**src/rtl/add_arbiter_pkg.sv**
```systemverilog
// ----------------------------------------------------------------------------
// add_arbiter_pkg
//
// Shared definitions for the add_arbiter block:
//   - state_t      : FSM state encoding (IDLE, CALC, DONE)
//   - DEF_NUM_REQ  : default number of requesters sharing the adder
//   - DEF_WIDTH    : default operand / result width in bits
//
// No ports (package).
// ----------------------------------------------------------------------------
package add_arbiter_pkg;

    localparam int DEF_NUM_REQ = 4;
    localparam int DEF_WIDTH   = 32;

    typedef enum logic [1:0] {
        IDLE = 2'd0,
        CALC = 2'd1,
        DONE = 2'd2
    } state_t;

endpackage : add_arbiter_pkg

```
**src/rtl/add_arbiter_add.sv**
```systemverilog
// ----------------------------------------------------------------------------
// add_arbiter_add
//
// Combinational adder shared by all requesters of add_arbiter. The sum is
// modulo 2^WIDTH; callers that need the carry instantiate it one bit wider
// and zero-extend the operands.
//
// Ports:
//   DataIn0  in  [WIDTH-1:0]  operand A
//   DataIn1  in  [WIDTH-1:0]  operand B
//   DataOut  out [WIDTH-1:0]  A + B (wraps)
// ----------------------------------------------------------------------------
module add_arbiter_add
    import add_arbiter_pkg::*;
#(
    parameter int WIDTH = DEF_WIDTH
) (
    input  logic [WIDTH-1:0] DataIn0,
    input  logic [WIDTH-1:0] DataIn1,
    output logic [WIDTH-1:0] DataOut
);

    assign DataOut = DataIn0 + DataIn1;

endmodule : add_arbiter_add

```
**src/rtl/add_arbiter.sv**
```systemverilog
// ----------------------------------------------------------------------------
// add_arbiter
//
// NUM_REQ requesters share a single adder. A round-robin arbiter picks one
// requester while idle, latches its two operands, computes the sum in the
// following cycle and holds the result until the consumer acknowledges it.
//
// FSM: IDLE -> (any Req) -> CALC -> DONE -> (Ack) -> IDLE
//
// Optional feature (compile-time macro ADD_ARB_CARRY_EN):
//   defined   : CarryOut port present, carries bit WIDTH of the WIDTH+1-bit sum
//   undefined : no CarryOut port, adder is exactly WIDTH bits
//
// Ports:
//   Clk       in   1                  clock, rising edge
//   Rst_n     in   1                  synchronous active-low reset
//   Req       in   [NUM_REQ-1:0]      per-requester request
//   DataIn0   in   [NUM_REQ*WIDTH-1:0] operand A, WIDTH-bit slice per requester
//   DataIn1   in   [NUM_REQ*WIDTH-1:0] operand B, same slicing
//   Ack       in   1                  consumer takes the result (DONE only)
//   Gnt       out  [NUM_REQ-1:0]      registered one-hot grant, one cycle
//   DataOut   out  [WIDTH-1:0]        registered sum
//   Valid     out  1                  result valid, held until Ack
//   ReqId     out  [clog2(NUM_REQ)-1:0] owner of DataOut
//   CarryOut  out  1                  (ADD_ARB_CARRY_EN only) sum carry
//   Busy      out  1                  FSM not in IDLE
// ----------------------------------------------------------------------------
module add_arbiter
    import add_arbiter_pkg::*;
#(
    parameter  int NUM_REQ = DEF_NUM_REQ,
    parameter  int WIDTH   = DEF_WIDTH,
    localparam int ID_W    = $clog2(NUM_REQ)
) (
    input  logic                     Clk,
    input  logic                     Rst_n,
    input  logic [NUM_REQ-1:0]       Req,
    input  logic [NUM_REQ*WIDTH-1:0] DataIn0,
    input  logic [NUM_REQ*WIDTH-1:0] DataIn1,
    input  logic                     Ack,
    output logic [NUM_REQ-1:0]       Gnt,
    output logic [WIDTH-1:0]         DataOut,
    output logic                     Valid,
    output logic [ID_W-1:0]          ReqId,
`ifdef ADD_ARB_CARRY_EN
    output logic                     CarryOut,
`endif
    output logic                     Busy
);

`ifdef ADD_ARB_CARRY_EN
    localparam int SUM_W = WIDTH + 1;
`else
    localparam int SUM_W = WIDTH;
`endif

    // ------------------------------------------------------------------
    // State
    // ------------------------------------------------------------------
    state_t              state_q, state_d;
    logic [ID_W-1:0]     ptr_q, ptr_d;
    logic [NUM_REQ-1:0]  gnt_q, gnt_d;
    logic                valid_q, valid_d;
    logic [WIDTH-1:0]    data_out_q, data_out_d;
    logic [ID_W-1:0]     req_id_q, req_id_d;
    logic [WIDTH-1:0]    op_a_q, op_a_d;
    logic [WIDTH-1:0]    op_b_q, op_b_d;
`ifdef ADD_ARB_CARRY_EN
    logic                carry_q, carry_d;
`endif

    // Arbitration results
    logic                found;
    logic [ID_W-1:0]     win;
    logic [ID_W-1:0]     idx;
    logic [WIDTH-1:0]    win_a;
    logic [WIDTH-1:0]    win_b;

    // Adder result
    logic [SUM_W-1:0]    sum;

    // ------------------------------------------------------------------
    // Round-robin search starting at ptr_q. NUM_REQ is a power of two, so
    // the ID_W-bit addition wraps modulo NUM_REQ for free.
    // ------------------------------------------------------------------
    always_comb begin
        found = 1'b0;
        win   = '0;
        idx   = '0;
        for (int k = 0; k < NUM_REQ; k++) begin
            idx = ptr_q + ID_W'(k);
            if (!found && Req[idx]) begin
                found = 1'b1;
                win   = idx;
            end
        end
    end

    // Operand slice of the winning requester
    always_comb begin
        win_a = '0;
        win_b = '0;
        for (int i = 0; i < NUM_REQ; i++) begin
            if (win == ID_W'(i)) begin
                win_a = DataIn0[i*WIDTH +: WIDTH];
                win_b = DataIn1[i*WIDTH +: WIDTH];
            end
        end
    end

    // ------------------------------------------------------------------
    // Shared adder; operates on the operands latched at grant time so
    // DataIn may change freely while the operation is in flight.
    // ------------------------------------------------------------------
    add_arbiter_add #(
        .WIDTH (SUM_W)
    ) u_add (
        .DataIn0 (SUM_W'(op_a_q)),
        .DataIn1 (SUM_W'(op_b_q)),
        .DataOut (sum)
    );

    // ------------------------------------------------------------------
    // Next-state / output logic
    // ------------------------------------------------------------------
    always_comb begin
        state_d    = state_q;
        ptr_d      = ptr_q;
        gnt_d      = gnt_q;
        valid_d    = valid_q;
        data_out_d = data_out_q;
        req_id_d   = req_id_q;
        op_a_d     = op_a_q;
        op_b_d     = op_b_q;
`ifdef ADD_ARB_CARRY_EN
        carry_d    = carry_q;
`endif

        unique case (state_q)
            IDLE: begin
                if (found) begin
                    op_a_d   = win_a;
                    op_b_d   = win_b;
                    gnt_d    = NUM_REQ'(1) << win;
                    req_id_d = win;
                    ptr_d    = win + ID_W'(1);
                    state_d  = CALC;
                end
            end

            CALC: begin
                data_out_d = sum[WIDTH-1:0];
`ifdef ADD_ARB_CARRY_EN
                carry_d    = sum[WIDTH];
`endif
                valid_d    = 1'b1;
                gnt_d      = '0;
                state_d    = DONE;
            end

            DONE: begin
                // Valid is always high here, so Ack is only ever honoured
                // while a result is being presented.
                if (Ack) begin
                    valid_d = 1'b0;
                    state_d = IDLE;
                end
            end

            default: begin
                state_d = IDLE;
            end
        endcase
    end

    // ------------------------------------------------------------------
    // Control and result registers (reset)
    // ------------------------------------------------------------------
    always_ff @(posedge Clk) begin
        if (!Rst_n) begin
            state_q    <= IDLE;
            ptr_q      <= '0;
            gnt_q      <= '0;
            valid_q    <= 1'b0;
            data_out_q <= '0;
            req_id_q   <= '0;
`ifdef ADD_ARB_CARRY_EN
            carry_q    <= 1'b0;
`endif
        end else begin
            state_q    <= state_d;
            ptr_q      <= ptr_d;
            gnt_q      <= gnt_d;
            valid_q    <= valid_d;
            data_out_q <= data_out_d;
            req_id_q   <= req_id_d;
`ifdef ADD_ARB_CARRY_EN
            carry_q    <= carry_d;
`endif
        end
    end

    // Operand latches carry no reset: they are only consumed in CALC,
    // which is always preceded by a grant that loads them.
    always_ff @(posedge Clk) begin
        op_a_q <= op_a_d;
        op_b_q <= op_b_d;
    end

    // ------------------------------------------------------------------
    // Outputs
    // ------------------------------------------------------------------
    assign Gnt      = gnt_q;
    assign DataOut  = data_out_q;
    assign Valid    = valid_q;
    assign ReqId    = req_id_q;
`ifdef ADD_ARB_CARRY_EN
    assign CarryOut = carry_q;
`endif
    assign Busy     = (state_q != IDLE);

endmodule : add_arbiter

```
**config.mk**
```make
export PLATFORM = sky130hd
export DESIGN_NAME = add_arbiter
export DESIGN_NICKNAME = d
export VERILOG_FILES = /design/src/rtl/add_arbiter_pkg.sv /design/src/rtl/add_arbiter_add.sv /design/src/rtl/add_arbiter.sv
export SDC_FILE = /design/constraint.sdc
export NUM_CORES = 1
export LEC_CHECK = 0
export ABC_AREA = 1
export CORE_MARGIN = 4
export CORE_UTILIZATION = 49
export CTS_CLUSTER_DIAMETER = 200
export CTS_CLUSTER_SIZE = 20
export DETAILED_ROUTE_END_ITERATION = 10
export PLACE_DENSITY_LB_ADDON = 0.15
export SLEW_MARGIN = 20
export SYNTH_ARGS = -nofsm -noshare
export SYNTH_HDL_FRONTEND = slang
export SYNTH_SLANG_ARGS = --single-unit
```
**constraint.sdc**
```tcl
create_clock -name Clk -period 8.2 [get_ports Clk]
set_input_delay 2.46 -clock Clk [delete_from_list [all_inputs] [get_ports Clk]]
set_output_delay 2.46 -clock Clk [all_outputs]
set_load 0.01 [all_outputs]
```
==> flow_metrics.tcl <==
set metrics [dict create \
    yosysUniqueCellTypes 38 \
    rows 46 \
    finalNetCount 1887 \
    grt_antenna_before_repair 1 \
    cts-root-buf "clkbuf_16" \
    place_area_um2 11300 \
    period_share_pct 66.5 \
    grt_max_degree 69 \
    pre_cts_ws_ns 2.45 \
    yosys_warnings 0 \
    rsz0062_at_grt "false" \
    final_max_slew_viol_count 0 \
    ys_ff_latch 107 \
    cap_violations 0 \
    gp_congestion 0.986 \
    cts.sinks 107 \
    worstSetupStartpointType "input pin" \
    fmax_ghz 0.183 \
    cts_resized 0 \
    drt_pass1_iterations 5 \
    synth-seq-area-share_pct 34.0 \
    vias 9219 \
    synth_ff_type "edfxtp_1" \
    overflow 0 \
    leakage_nw 5.68 \
    die_area_um2 18800 \
    ctsLongestPathBuffers 2 \
    fin_area_um2 11700 \
    clk_latency_ns 0.36 \
    vias_per_cell 5.09 \
    mostFrequentLayoutCells "nand2_1, clkdlybuf4s50_1, nor2_1, inv_1, a21oi_1" \
    period_minus_slack_ns 5.45 \
    hold_viol 0 \
    path_max_fanout 34 \
    crit_arrival_ns 5.66 \
    path_common_cell "nand2_1" \
    layout_commonest_cell "nand2_1" \
    core_area_um2 16100 \
    status "complete, no violations" \
    synth.net_count 1618 \
    port_buffers 302 \
    cts_tree "done" \
    fin_ws_ns 2.75 \
    crit_path_max_incr_delay_ns 0.59 \
    criticalPathCategory "input pin to register" \
    grt.total_usage_pct 31.2 \
    avgRoutedWirePerCell_um 16.5 \
    hold_buffers 0 \
    dpl.hpwl_um 23700 \
    fillers 1374 \
    grt_pass1_wl_um 45900 \
    synthTopCellsByArea "nand2_1, edfxtp_1, dfxtp_1" \
    drc 0 \
    fin_total_pwr_mw 5.99 \
    async_flop_share_pct 0 \
    yosysTopAreaCellShare_pct 23.9 \
    cp-end-kind "register" \
    worstPathRequired_ns 8.41 \
    syn_area_um2 8180 \
    synth_edf_count 64 \
    synth.largest_area_cell "nand2_1" \
    cp_slowest_cell "nor2_4" \
    drive_gt1_share_pct 3.08 \
    pwr_density_cell_nw_per_um2 513 \
    ant_nets 0 \
    synthCells 1319 \
    die_x_um 137 \
    area_growth_syn_to_layout_pct 42.6 \
    synth_area_per_cell_um2 6.20 \
    clkTransAtPathRegs_ns 0.07 \
    fin_worst_skew_ns 0.0114 \
    final_util_pct 72.4 \
    ir_drop_mv 0.508 \
    worst_pin_slew_ns 0.945 \
    relSlewSlack_pct 36.9 \
    post_cts_buffers 0 \
    drtIter0Drc 693 \
    tns_ns 0 \
    cts_max_level 3 \
    io_pins 303 \
    setup_viol 0 \
    path_cells "clkdlybuf4s50_1, inv_1, o21ai_1, nand2_1, nand2_1, nand3_1, nand2_1, nand2_1, nand2_1, inv_1, nand2_1, inv_1, ha_2, nor2_4, buf_4, nand2_1, nand2_1, nand2_1, a21oi_1" \
    fp.dieH_um 137 \
    start_util_pct 50.8 \
    hold_class "register to register" \
    numCtsBuffers 9 \
    grt_pass1_vias 8838 \
    wl_um 29900 \
]
[where the power goes]
group | total (mW) | switching (mW) | internal [mW]
combinational | 4.27 | 2.81 | 1.46
clock | 0.476 | 0.202 | 0.274
sequential | 1.24 | 0.147 | 1.09
total | 5.99 | 3.16 | 2.83
[flip-flops by register name, summed over array words and instances, names as in the netlist]
| register | cells |
|---|---|
| DataOut | 32 |
| Gnt | 4 |
| ReqId | 2 |
| Valid | 1 |
| op_a_q | 32 |
| op_b_q | 32 |
| ptr_q | 2 |
| state_q | 2 |
[area by class of cell]
| class | instances | area, um^2 | area share [%] |
|---|---|---|---|
| multi-input cells | 1002 | 4600 | 39.4 |
| repair buffers | 309 | 3080 | 26.4 |
| flip-flops and latches | 107 | 2780 | 23.8 |
| inverters | 159 | 602 | 5.16 |
| clock buffers | 14 | 305 | 2.62 |
| well taps | 216 | 270 | 2.32 |
| clock inverters | 2 | 26.3 | 0.225 |
| diodes | 2 | 5.00 | 0.0429 |
[worst paths after layout]
kind                               start  cells past startpoint         end  slack, ns
worst max-delay path              Req[0]                     19  op_b_q[25]       2.75
worst min-delay path              Gnt[2]                      2      Gnt[2]       0.47
worst max register to register  ptr_q[0]                     18  op_b_q[25]       4.69
worst min register to register    Gnt[2]                      2      Gnt[2]       0.47
[worst max-delay path, delay by kind of cell]
kind / cells / cell delay (ns)
buffers and inverters: 5 / 1.15
adders and majority gates: 1 / 0.21
and+or+nand+nor: 11 / 1.43
AOI/OAI and AO/OA: 2 / 0.34
[through the flow]
step           instances  hold WS, ns
2_1_floorplan       1319        0.473
3_3_place_gp        1793        0.456
3_5_place_dp        1793        0.456
4_1_cts             1809        0.466
5_1_grt             1810        0.481
6_report            1811        0.465
[synth_stat cells (2+ instances only)]
| cell | instances |
|---|---|
| nor2_1 | 170 |
| nand3_1 | 47 |
| xnor2_1 | 4 |
| nand2_1 | 521 |
| o21ai_0 | 20 |
| nand2_4 | 2 |
| o21bai_1 | 3 |
| nor3_1 | 3 |
| edfxtp_1 | 64 |
| buf_1 | 8 |
| a21o_1 | 2 |
| ha_1 | 35 |
| nand2_2 | 9 |
| inv_2 | 3 |
| nor2_4 | 2 |
| buf_2 | 6 |
| xor2_1 | 12 |
| inv_4 | 2 |
| inv_1 | 153 |
| a21oi_1 | 152 |
| o21ai_1 | 5 |
| nand4_1 | 4 |
| dfxtp_1 | 43 |
| clkbuf_1 | 35 |
[per-layer routing]
metal	routed length [um]	part of all wire [%]	track usage (%)
met5	0	0	0
met4	843	2.8	10.4
met3	2220	7.4	4.20
met2	14300	48	53.0
met1	12500	42	41.0
[kinds of logic (layout without fill, tap and decap cells)]
family	after synthesis	after routing	share of synthesized area [%]
compound gates	187	187	11.8
simple gates	762	762	36.8
fa+ha+maj	36	36	5.60
other cells	0	2	0
xor+xnor	17	17	1.91
buf+inv	210	484	9.92
flops	107	107	34.0
Power figures use the tool's default switching activity.
